==> src/rtl/fb_pkg.sv <==
// Shared types for the framebuffer reader.
//   pixel_t      : one RGB565 pixel
//   fifo_entry_t : pixel plus start-of-frame / end-of-line markers
//   rd_state_e   : bus request / fair-play states of the reader
package fb_pkg;
  localparam int HDISP_DEF = 640;
  localparam int VDISP_DEF = 480;

  typedef logic [15:0] pixel_t;

  typedef struct packed {
    logic   sof;
    logic   eol;
    pixel_t pix;
  } fifo_entry_t;

  typedef enum logic [1:0] {ST_IDLE, ST_REQ, ST_RELEASE} rd_state_e;
endpackage

==> src/rtl/fb_fifo.sv <==
// First-word-fall-through FIFO of fifo_entry_t.
//   clk, rst_n : clock, async active-low reset
//   flush_i    : empties the FIFO on the next edge (wins over push/pop)
//   push_i     : write din_i
//   pop_i      : drop the head entry (ignored when empty)
//   dout_o     : head entry, valid whenever !empty_o
//   empty_o    : no entries
//   level_o    : occupancy 0..DEPTH
module fb_fifo
  import fb_pkg::*;
#(
  parameter int DEPTH = 256
) (
  input  logic                       clk,
  input  logic                       rst_n,
  input  logic                       flush_i,
  input  logic                       push_i,
  input  fifo_entry_t                din_i,
  input  logic                       pop_i,
  output fifo_entry_t                dout_o,
  output logic                       empty_o,
  output logic [$clog2(DEPTH):0]     level_o
);
  localparam int AW = $clog2(DEPTH);

  fifo_entry_t   mem_q [DEPTH];
  logic [AW:0]   wr_q, rd_q;
  logic          full;

  // One extra pointer bit distinguishes full from empty.
  assign level_o = wr_q - rd_q;
  assign empty_o = (wr_q == rd_q);
  assign full    = (level_o == (AW+1)'(DEPTH));
  assign dout_o  = mem_q[rd_q[AW-1:0]];

  always_ff @(posedge clk or negedge rst_n) begin
    if (!rst_n) begin
      wr_q <= '0;
      rd_q <= '0;
    end else if (flush_i) begin
      wr_q <= '0;
      rd_q <= '0;
    end else begin
      if (push_i)            wr_q <= wr_q + 1'b1;
      if (pop_i && !empty_o) rd_q <= rd_q + 1'b1;
    end
  end

  always_ff @(posedge clk) begin
    if (push_i && !flush_i) mem_q[wr_q[AW-1:0]] <= din_i;
  end

  // The reader only requests while there is room, so a push into a full FIFO is a design bug.
  a_no_overflow: assert property (@(posedge clk) disable iff (!rst_n) !(push_i && full));
endmodule

==> src/rtl/fb_reader.sv <==
// Wishbone read master streaming the RGB565 framebuffer in raster order.
//   clk, rst_n          : clock, async active-low reset
//   wb_adr/cyc/stb      : classic single-beat read request, adr = BASE + 2*(HDISP*y + x)
//   wb_we/sel/cti/bte   : constant read, both bytes, classic, linear
//   wb_dat_sm, wb_ack   : read data and acknowledge
//   resync              : flush and restart at pixel (0,0)
//   pix_data/sof/eol    : FIFO head pixel with frame / line markers
//   pix_valid/pix_ready : stream handshake
//   fifo_level          : FIFO occupancy
module fb_reader
  import fb_pkg::*;
#(
  parameter int          HDISP      = HDISP_DEF,
  parameter int          VDISP      = VDISP_DEF,
  parameter logic [31:0] BASE_ADR   = 32'h0,
  parameter int          FIFO_DEPTH = 256,
  parameter int          FAIR_LEN   = 64
) (
  input  logic                          clk,
  input  logic                          rst_n,
  output logic [31:0]                   wb_adr,
  output logic                          wb_cyc,
  output logic                          wb_stb,
  output logic                          wb_we,
  output logic [1:0]                    wb_sel,
  output logic [2:0]                    wb_cti,
  output logic [1:0]                    wb_bte,
  input  logic [15:0]                   wb_dat_sm,
  input  logic                          wb_ack,
  input  logic                          resync,
  output logic [15:0]                   pix_data,
  output logic                          pix_sof,
  output logic                          pix_eol,
  output logic                          pix_valid,
  input  logic                          pix_ready,
  output logic [$clog2(FIFO_DEPTH):0]   fifo_level
);
  localparam int LW = $clog2(FIFO_DEPTH) + 1;
  localparam int XW = $clog2(HDISP);
  localparam int YW = $clog2(VDISP);
  localparam int FW = $clog2(FAIR_LEN + 1);

  rd_state_e   state_q, state_d;
  logic [XW-1:0] x_q, x_d;
  logic [YW-1:0] y_q, y_d;
  logic [FW-1:0] fair_q, fair_d;

  logic        ack_ok, pop, empty, last_x, last_y, fair_hit, room;
  logic [LW-1:0] lvl_nxt;
  fifo_entry_t push_ent, head;

  // An ack only counts while we are strobing, and never in a resync cycle.
  assign ack_ok   = wb_ack && (state_q == ST_REQ) && !resync;
  assign pop      = pix_valid && pix_ready;
  assign last_x   = (x_q == XW'(HDISP - 1));
  assign last_y   = (y_q == YW'(VDISP - 1));
  assign fair_hit = (fair_q == FW'(FAIR_LEN - 1));
  // Room is judged on the occupancy after this cycle's push/pop, so a request
  // is only ever outstanding when its data is guaranteed a slot.
  assign lvl_nxt  = fifo_level + LW'(ack_ok) - LW'(pop);
  assign room     = (lvl_nxt < LW'(FIFO_DEPTH));

  always_comb begin
    state_d = state_q;
    x_d     = x_q;
    y_d     = y_q;
    fair_d  = fair_q;
    if (resync) begin
      state_d = ST_IDLE;
      x_d     = '0;
      y_d     = '0;
      fair_d  = '0;
    end else begin
      if (ack_ok) begin
        if (last_x) begin
          x_d = '0;
          y_d = last_y ? '0 : y_q + 1'b1;
        end else begin
          x_d = x_q + 1'b1;
        end
        fair_d = fair_hit ? '0 : fair_q + 1'b1;
      end
      case (state_q)
        ST_IDLE:    if (room) state_d = ST_REQ;
        ST_REQ:     if (ack_ok) state_d = fair_hit ? ST_RELEASE : (room ? ST_REQ : ST_IDLE);
        ST_RELEASE: state_d = room ? ST_REQ : ST_IDLE;
        default:    state_d = ST_IDLE;
      endcase
    end
  end

  always_ff @(posedge clk or negedge rst_n) begin
    if (!rst_n) begin
      state_q <= ST_IDLE;
      x_q     <= '0;
      y_q     <= '0;
      fair_q  <= '0;
    end else begin
      state_q <= state_d;
      x_q     <= x_d;
      y_q     <= y_d;
      fair_q  <= fair_d;
    end
  end

  assign wb_cyc = (state_q == ST_REQ);
  assign wb_stb = (state_q == ST_REQ);
  assign wb_we  = 1'b0;
  assign wb_sel = 2'b11;
  assign wb_cti = 3'b000;
  assign wb_bte = 2'b00;
  assign wb_adr = BASE_ADR + ((32'(HDISP) * 32'(y_q) + 32'(x_q)) << 1);

  assign push_ent = '{sof: (x_q == '0) && (y_q == '0), eol: last_x, pix: wb_dat_sm};

  fb_fifo #(.DEPTH(FIFO_DEPTH)) u_fifo (
    .clk    (clk),
    .rst_n  (rst_n),
    .flush_i(resync),
    .push_i (ack_ok),
    .din_i  (push_ent),
    .pop_i  (pop),
    .dout_o (head),
    .empty_o(empty),
    .level_o(fifo_level)
  );

  // Head is masked while empty so the stream idles at all-zero.
  assign pix_valid = !empty;
  assign pix_data  = pix_valid ? head.pix : '0;
  assign pix_sof   = pix_valid && head.sof;
  assign pix_eol   = pix_valid && head.eol;
endmodule
==> config.mk <==
export PLATFORM = sky130hd
export DESIGN_NAME = fb_reader
export DESIGN_NICKNAME = d
export VERILOG_FILES = /design/src/rtl/fb_pkg.sv /design/src/rtl/fb_fifo.sv /design/src/rtl/fb_reader.sv
export SDC_FILE = /design/constraint.sdc
export NUM_CORES = 2
export LEC_CHECK = 0
export BUFFER_PORTS_ARGS = -buffer_cell sky130_fd_sc_hd__clkbuf_2
export CAP_MARGIN = 20
export CORE_ASPECT_RATIO = 0.7
export CORE_MARGIN = 4
export CORE_UTILIZATION = 38
export CTS_CLUSTER_SIZE = 16
export DETAILED_ROUTE_END_ITERATION = 7
export GPL_TIMING_DRIVEN = 1
export SLEW_MARGIN = 20
export SYNTH_ARGS = -nofsm -noshare
export SYNTH_HDL_FRONTEND = slang
export SYNTH_MEMORY_MAX_BITS = 65536
export SYNTH_SLANG_ARGS = --single-unit
==> constraint.sdc <==
create_clock -name clk -period 23.4 [get_ports clk]
set_input_delay 4.68 -clock clk [delete_from_list [all_inputs] [get_ports clk]]
set_output_delay 4.68 -clock clk [all_outputs]
set_load 0.02 [all_outputs]
## Yosys cells after proc, flatten, opt, wreduce, memory -nomap -nowiden

Memories as Yosys holds them, arrays and structs flattened.
Index checks and enable logic that the tools add are counted.

| cells by class | value |
|---|---|
| $mul | 1 |
| multiplexer cells | 23 |
| add/sub/neg operators | 9 |
| order comparisons | 1 |
| reductions and logical operators | 18 |
| equality and inequality tests | 8 |

Operator list:

| operator | count |
|---|---|
| 9-bit two-way mux | 8 |
| 10-bit two-way mux | 3 |
| 9-bit by 1-bit adder with 9-bit output (second input constant) | 3 |
| 7-bit two-way mux | 3 |
| 19-bit by 10-bit adder with 20-bit output | 1 |
| 16-bit two-way mux | 1 |
| 3-bit by 9-bit multiplier with 12-bit output (first input constant) | 1 |
| 10-bit by 1-bit adder with 10-bit output (second input constant) | 1 |
| 10-bit == test (second input constant) | 1 |
| 10-bit logical NOT | 1 |
| 9-bit by 1-bit adder with 9-bit output | 1 |
| 9-bit == test | 1 |
| 9-bit == test (second input constant) | 1 |
| 9-bit logical NOT | 1 |
| 9-bit less-than comparator (second input constant) | 1 |
| 9-bit by 1-bit subtractor with 9-bit output | 1 |
| 9-bit subtractor | 1 |
| 1-bit logical AND | 8 |
| 2-bit two-way mux | 4 |
| 7-bit by 1-bit adder with 7-bit output (second input constant) | 1 |
| 7-bit by 6-bit == test with 1-bit output (second input constant) | 1 |
| 2-bit one-hot mux with 3 select lines | 1 |
| 2-bit nonzero test | 3 |
| 2-bit AND reduction | 2 |
| other kinds (7) | 10 |

| storage, ports and cells | value |
|---|---|
| bits of input ports | 21 |
| memories | 1 |
| word-level logic and storage cells | 67 |
| bits in writable memories | 4608 |
| output and inout port bits | 70 |
| flip-flop bits (word level) | 46 |

Memory list:

| memory | words | bits a word | read ports | clocked after memory_dff | wr ports | RTL line | source |
|---|---|---|---|---|---|---|---|
| u_fifo.mem_q | 256 | 18 | 1 | 0 | 1 | fb_fifo.sv:26 | `fifo_entry_t mem_q [DEPTH];` |

## Longest topological paths before layout

| depth | value |
|---|---|
| depth in word-level cells | 11 |
| mapped depth | 21 |

## Cells and area by module

From an unflattened synthesis, not the netlist that was laid out.

| unflattened totals | value |
|---|---|
| cell total of the unflattened synthesis | 8428 |
| area total of the unflattened synthesis | 181436.5 µm² |

Modules (own cells, without submodules):

| module | instances | area each (µm²) | cells an instance | seq. area each (µm²) |
|---|---|---|---|---|
| fb_fifo | 1 | 178701.4 | 8104 | 138823.1 |
| fb_reader | 1 | 2735.1 | 324 | 700.7 |

## Least setup slack after synthesis

Ideal clock, no wire load.

| timing | value |
|---|---|
| kind | register -> register |
| from | reg y_q[1] |
| to | mem u_fifo.mem_q[0][17] in the netlist's numbering (data pin) |
| path slack | 4.918 ns |
| period minus slack after synthesis | 18.482 ns |
| path buffers | 0 |
| arrival time | 15.470 ns |
| library setup time | 3.012 ns |
| stages on the path, launching flop included | 6 |
| data required time | 20.388 ns |
| cell sequence | dfrtp_1 > inv_1 > ha_1 > nor4b_1 > nand4_1 > nor4b_1 |

RTL lines:

| what | RTL line | source |
|---|---|---|
| start: declaration | fb_reader.sv:45 | `logic [YW-1:0] y_q, y_d;` |
| start signal: assignment | fb_reader.sv:101 | `y_q <= y_d;` |
| end: declaration | fb_fifo.sv:26 |  |

## Worst setup path in the final report

| timing | value |
|---|---|
| from | reg u_fifo.rd_q[0] |
| to | out pix_data[5] |

| between the ends | value |
|---|---|
| word-level cells in the longest chain between the ends | 2 |
| elaborated cells between the ends (all ways) | 3 |
| those cells by class | 1 x eq/ne; 1 x mux; 1 x memory |

Ends and longest elaborated chain:

| what | RTL line | source |
|---|---|---|
| start: declaration | fb_fifo.sv:27 | `logic [AW:0] wr_q, rd_q;` |
| start signal: assignment | fb_fifo.sv:45 | `if (pop_i && !empty_o) rd_q <= rd_q + 1'b1;` |
| memory 256 x 18 bit or 9-bit == test (tied branches) | -- |  |
| 16-bit two-way mux (*) | fb_reader.sv:130 | `assign pix_data = pix_valid ? head.pix : '0;` |
| end: declaration | fb_reader.sv:31 | `output logic [15:0] pix_data,` |

Mark *: on every way between the ends. The rest lies on a longest branch, timed or not.

==> reports/results.txt <==
drt wl/cell: 34.5 µm
largest cells by area after synthesis: edfxtp_1, mux4_2, mux2i_1
total track usage: 21.0%
clock sink count: 4654
CTS buffer count: 425
Post-DP HPWL: 307000 µm
WP buf/inv: 6
Crit path max-delay family: buffers and inverters
CP Launch Type: flip-flop
fin nets: 8500
Setup TNS: 0 ns
layout cell share with drive strength beyond 1: 29.9%
skew final: 0.0702 ns
critical path launch point: u_fifo.rd_q[0]
Crit Path Max Fanout: 90
Tcrit/Tclk final: 57.0%
Top Ports: 91
CTS max path bufs: 4
Mapped Cells: 7990
vias in the first global route: 87900
slowest cell on the critical path: dfrtp_4
Post CTS Setup Buffer Count: 0
M1 GR Usage: 31.3%
Syn. warnings: 0
Worst Path Required: 18.72 ns
hold path startpoint: fair_q[4]
Clock Latency Late Sink: 0.97 ns
GR Util met3: 6.78%
FMAX: 0.0750 GHz
final core utilization: 43.2%
largest net degree at the start of global routing: 184
CTS tree: done
core region area: 0.472 mm²
Post-synth EDFFs: 4608
CTS H-tree depth: 5
die footprint: 0.486 mm²
final worst path period need: 13.33 ns
Seq/Total Area, Yosys: 77.4%
most frequent cell after synthesis: edfxtp_1
Slew @ Worst Pin: 1.34 ns
RSZ-0062 raised after global routing: no
drt pass-1 iters: 6
Cell Chain, Critical Path: buf_12, buf_4, buf_4, buf_4, mux2i_1, a221oi_1, a21oi_1, nor2_1, nor3_1, nor4_1, nor3_1, o31ai_1, buf_4, clkbuf_2
Finished Layout Cells: 15100
met2 GRT Util: 29.6%
port buffer count: 69
drt drc: 0
Post-CTS Resized: 0
synth cell count leaders: edfxtp_1, mux4_2, nor2_1
flops & latches, synth: 4654
pwr dens: 95.1 mW/mm²
Worst Setup End Kind: output pin
initial core utilization: 38.2%
Mapped Avg Cell Area: 22.6 µm²
CP max stage delay: 0.94 ns
reg2reg start: u_fifo.rd_q[1]
Die Span Y: 584 µm
Post-Route WL: 520000 µm
Clock Pin Slew Worst Setup and Hold Paths: 0.07 ns
IR drop worst, VDD: 80.4 µV
placed cells: 14300
vias per inst: 5.96
crit-path most repeated cell: buf_4
largest area contributor in the synthesized netlist: edfxtp_1
outcome: complete, no violations
asr flop ratio synth: 0.988%
Yosys top cell area share: 76.8%
hold buffer count at cts: 0
initial antenna violation count: 54
relative slew slack: 10.8%
final setup fails: 0
Crit path arrival time: 8.65 ns
mapped cell area: 0.180 mm²
max-slew violation count: 0
Root Buffer: clkbuf_16
routed vias: 89900
Layout area overhead: 13.2%
critical path class: flip-flop to output pin
Hold Crit Class: flip-flop to flip-flop
max_cap viols: 0
final hold viol count: 0
FP Rows: 211
GRT overflow: 0
routability cong.: 0.859
drt first-iter violations: 14300
first-pass GRT wire length: 719000 µm
Top FF cell, synth: edfxtp_1
Synth cell types: 68
Die W: 831 µm
Leak: 62.1 nW
Antenna Nets Post-Route: 0
layer with the highest usage: met1
==> metrics by stage <==
step	area [µm²]	total power, mW	hold WS [ns]	setup slack (ns)
after floorplan	180000	11.8	0.468	4.92
after global placement	190000	12.6	0.486	10.89
after detailed placement	190000	12.7	0.510	10.96
after CTS	204000	19.5	0.524	9.91
after global routing	204000	20.1	0.539	9.51
final	204000	19.4	0.527	10.07
==> registers in the layout, indices dropped and copies added, names as in the netlist <==
name / cells
fair_q: 7
u_fifo.rd_q: 9
state_q: 2
x_q: 10
u_fifo.mem_q: 4608
u_fifo.wr_q: 9
y_q: 9
==> logic make-up (layout without fill, tap and decap cells) <==
kind of cell / Yosys count / in the layout / share of synthesized area, %
flip-flops: 4654 / 4654 / 77.4
AO/OA/AOI/OAI: 534 / 534 / 2.04
AND/OR/NAND/NOR: 733 / 733 / 1.72
other: 2 / 34 / 0.00417
buffers and inverters: 508 / 1281 / 1.56
multiplexers: 1463 / 1463 / 16.7
adder cells (fa/ha/maj): 46 / 46 / 0.332
XOR/XNOR: 50 / 50 / 0.243
==> final cells by class <==
cell class,count,area (µm²)
antenna,13,32.5
clock buffer,522,11200
clock inverter,254,2360
fill,39600,268000
inverter,38,160
multi-input combinational,2847,39200
sequential,4654,140000
tap,6283,7860
timing repair buffer,467,3690
==> routing by layer <==
layer / up-vias / routed length (µm)
met4: 16 / 15700
met5: - / 95
met3: 840 / 66700
li1: 34700 / -
met2: 5503 / 223000
met1: 48800 / 214000
==> layout by cell type (no fill, tap or decap), drive strengths merged, types with 16 or more instances in the layout <==
master	n
a21oi	116
nor3	29
nor2b	16
bufinv	41
mux4	1232
mux2i	231
conb	21
a211oi	23
inv	50
a22oi	93
xor2	22
a221oi	43
o31ai	17
o22ai	40
ha	43
a2111oi	25
nor2	378
clkinv	189
dfrtp	46
nand2	189
nor4	16
xnor2	28
o21ai	67
nand3	46
buf	407
o221ai	31
edfxtp	4608
clkbuf	582
==> worst paths after layout <==
kind                                  end  slack (ns)  depth (start not counted)
min reg2reg                     fair_q[6]        0.53                          1
max                           pix_data[5]       10.07                         14
max reg2reg                    state_q[0]       17.48                         16
min                             fair_q[6]        0.53                          1
min in group asynchronous          x_q[9]        3.85                          2
max in group asynchronous  u_fifo.rd_q[2]       18.95                          2
==> where the power goes <==
part / leakage [nW] / switching [mW] / internal (mW)
Clock: 6.66 / 3.06 / 3.86
Combinational: 12.8 / 1.78 / 1.46
Sequential: 42.7 / 0.0285 / 9.21
Total: 62.1 / 4.87 / 14.5
Note: power is estimated with default switching activity, not from simulation.
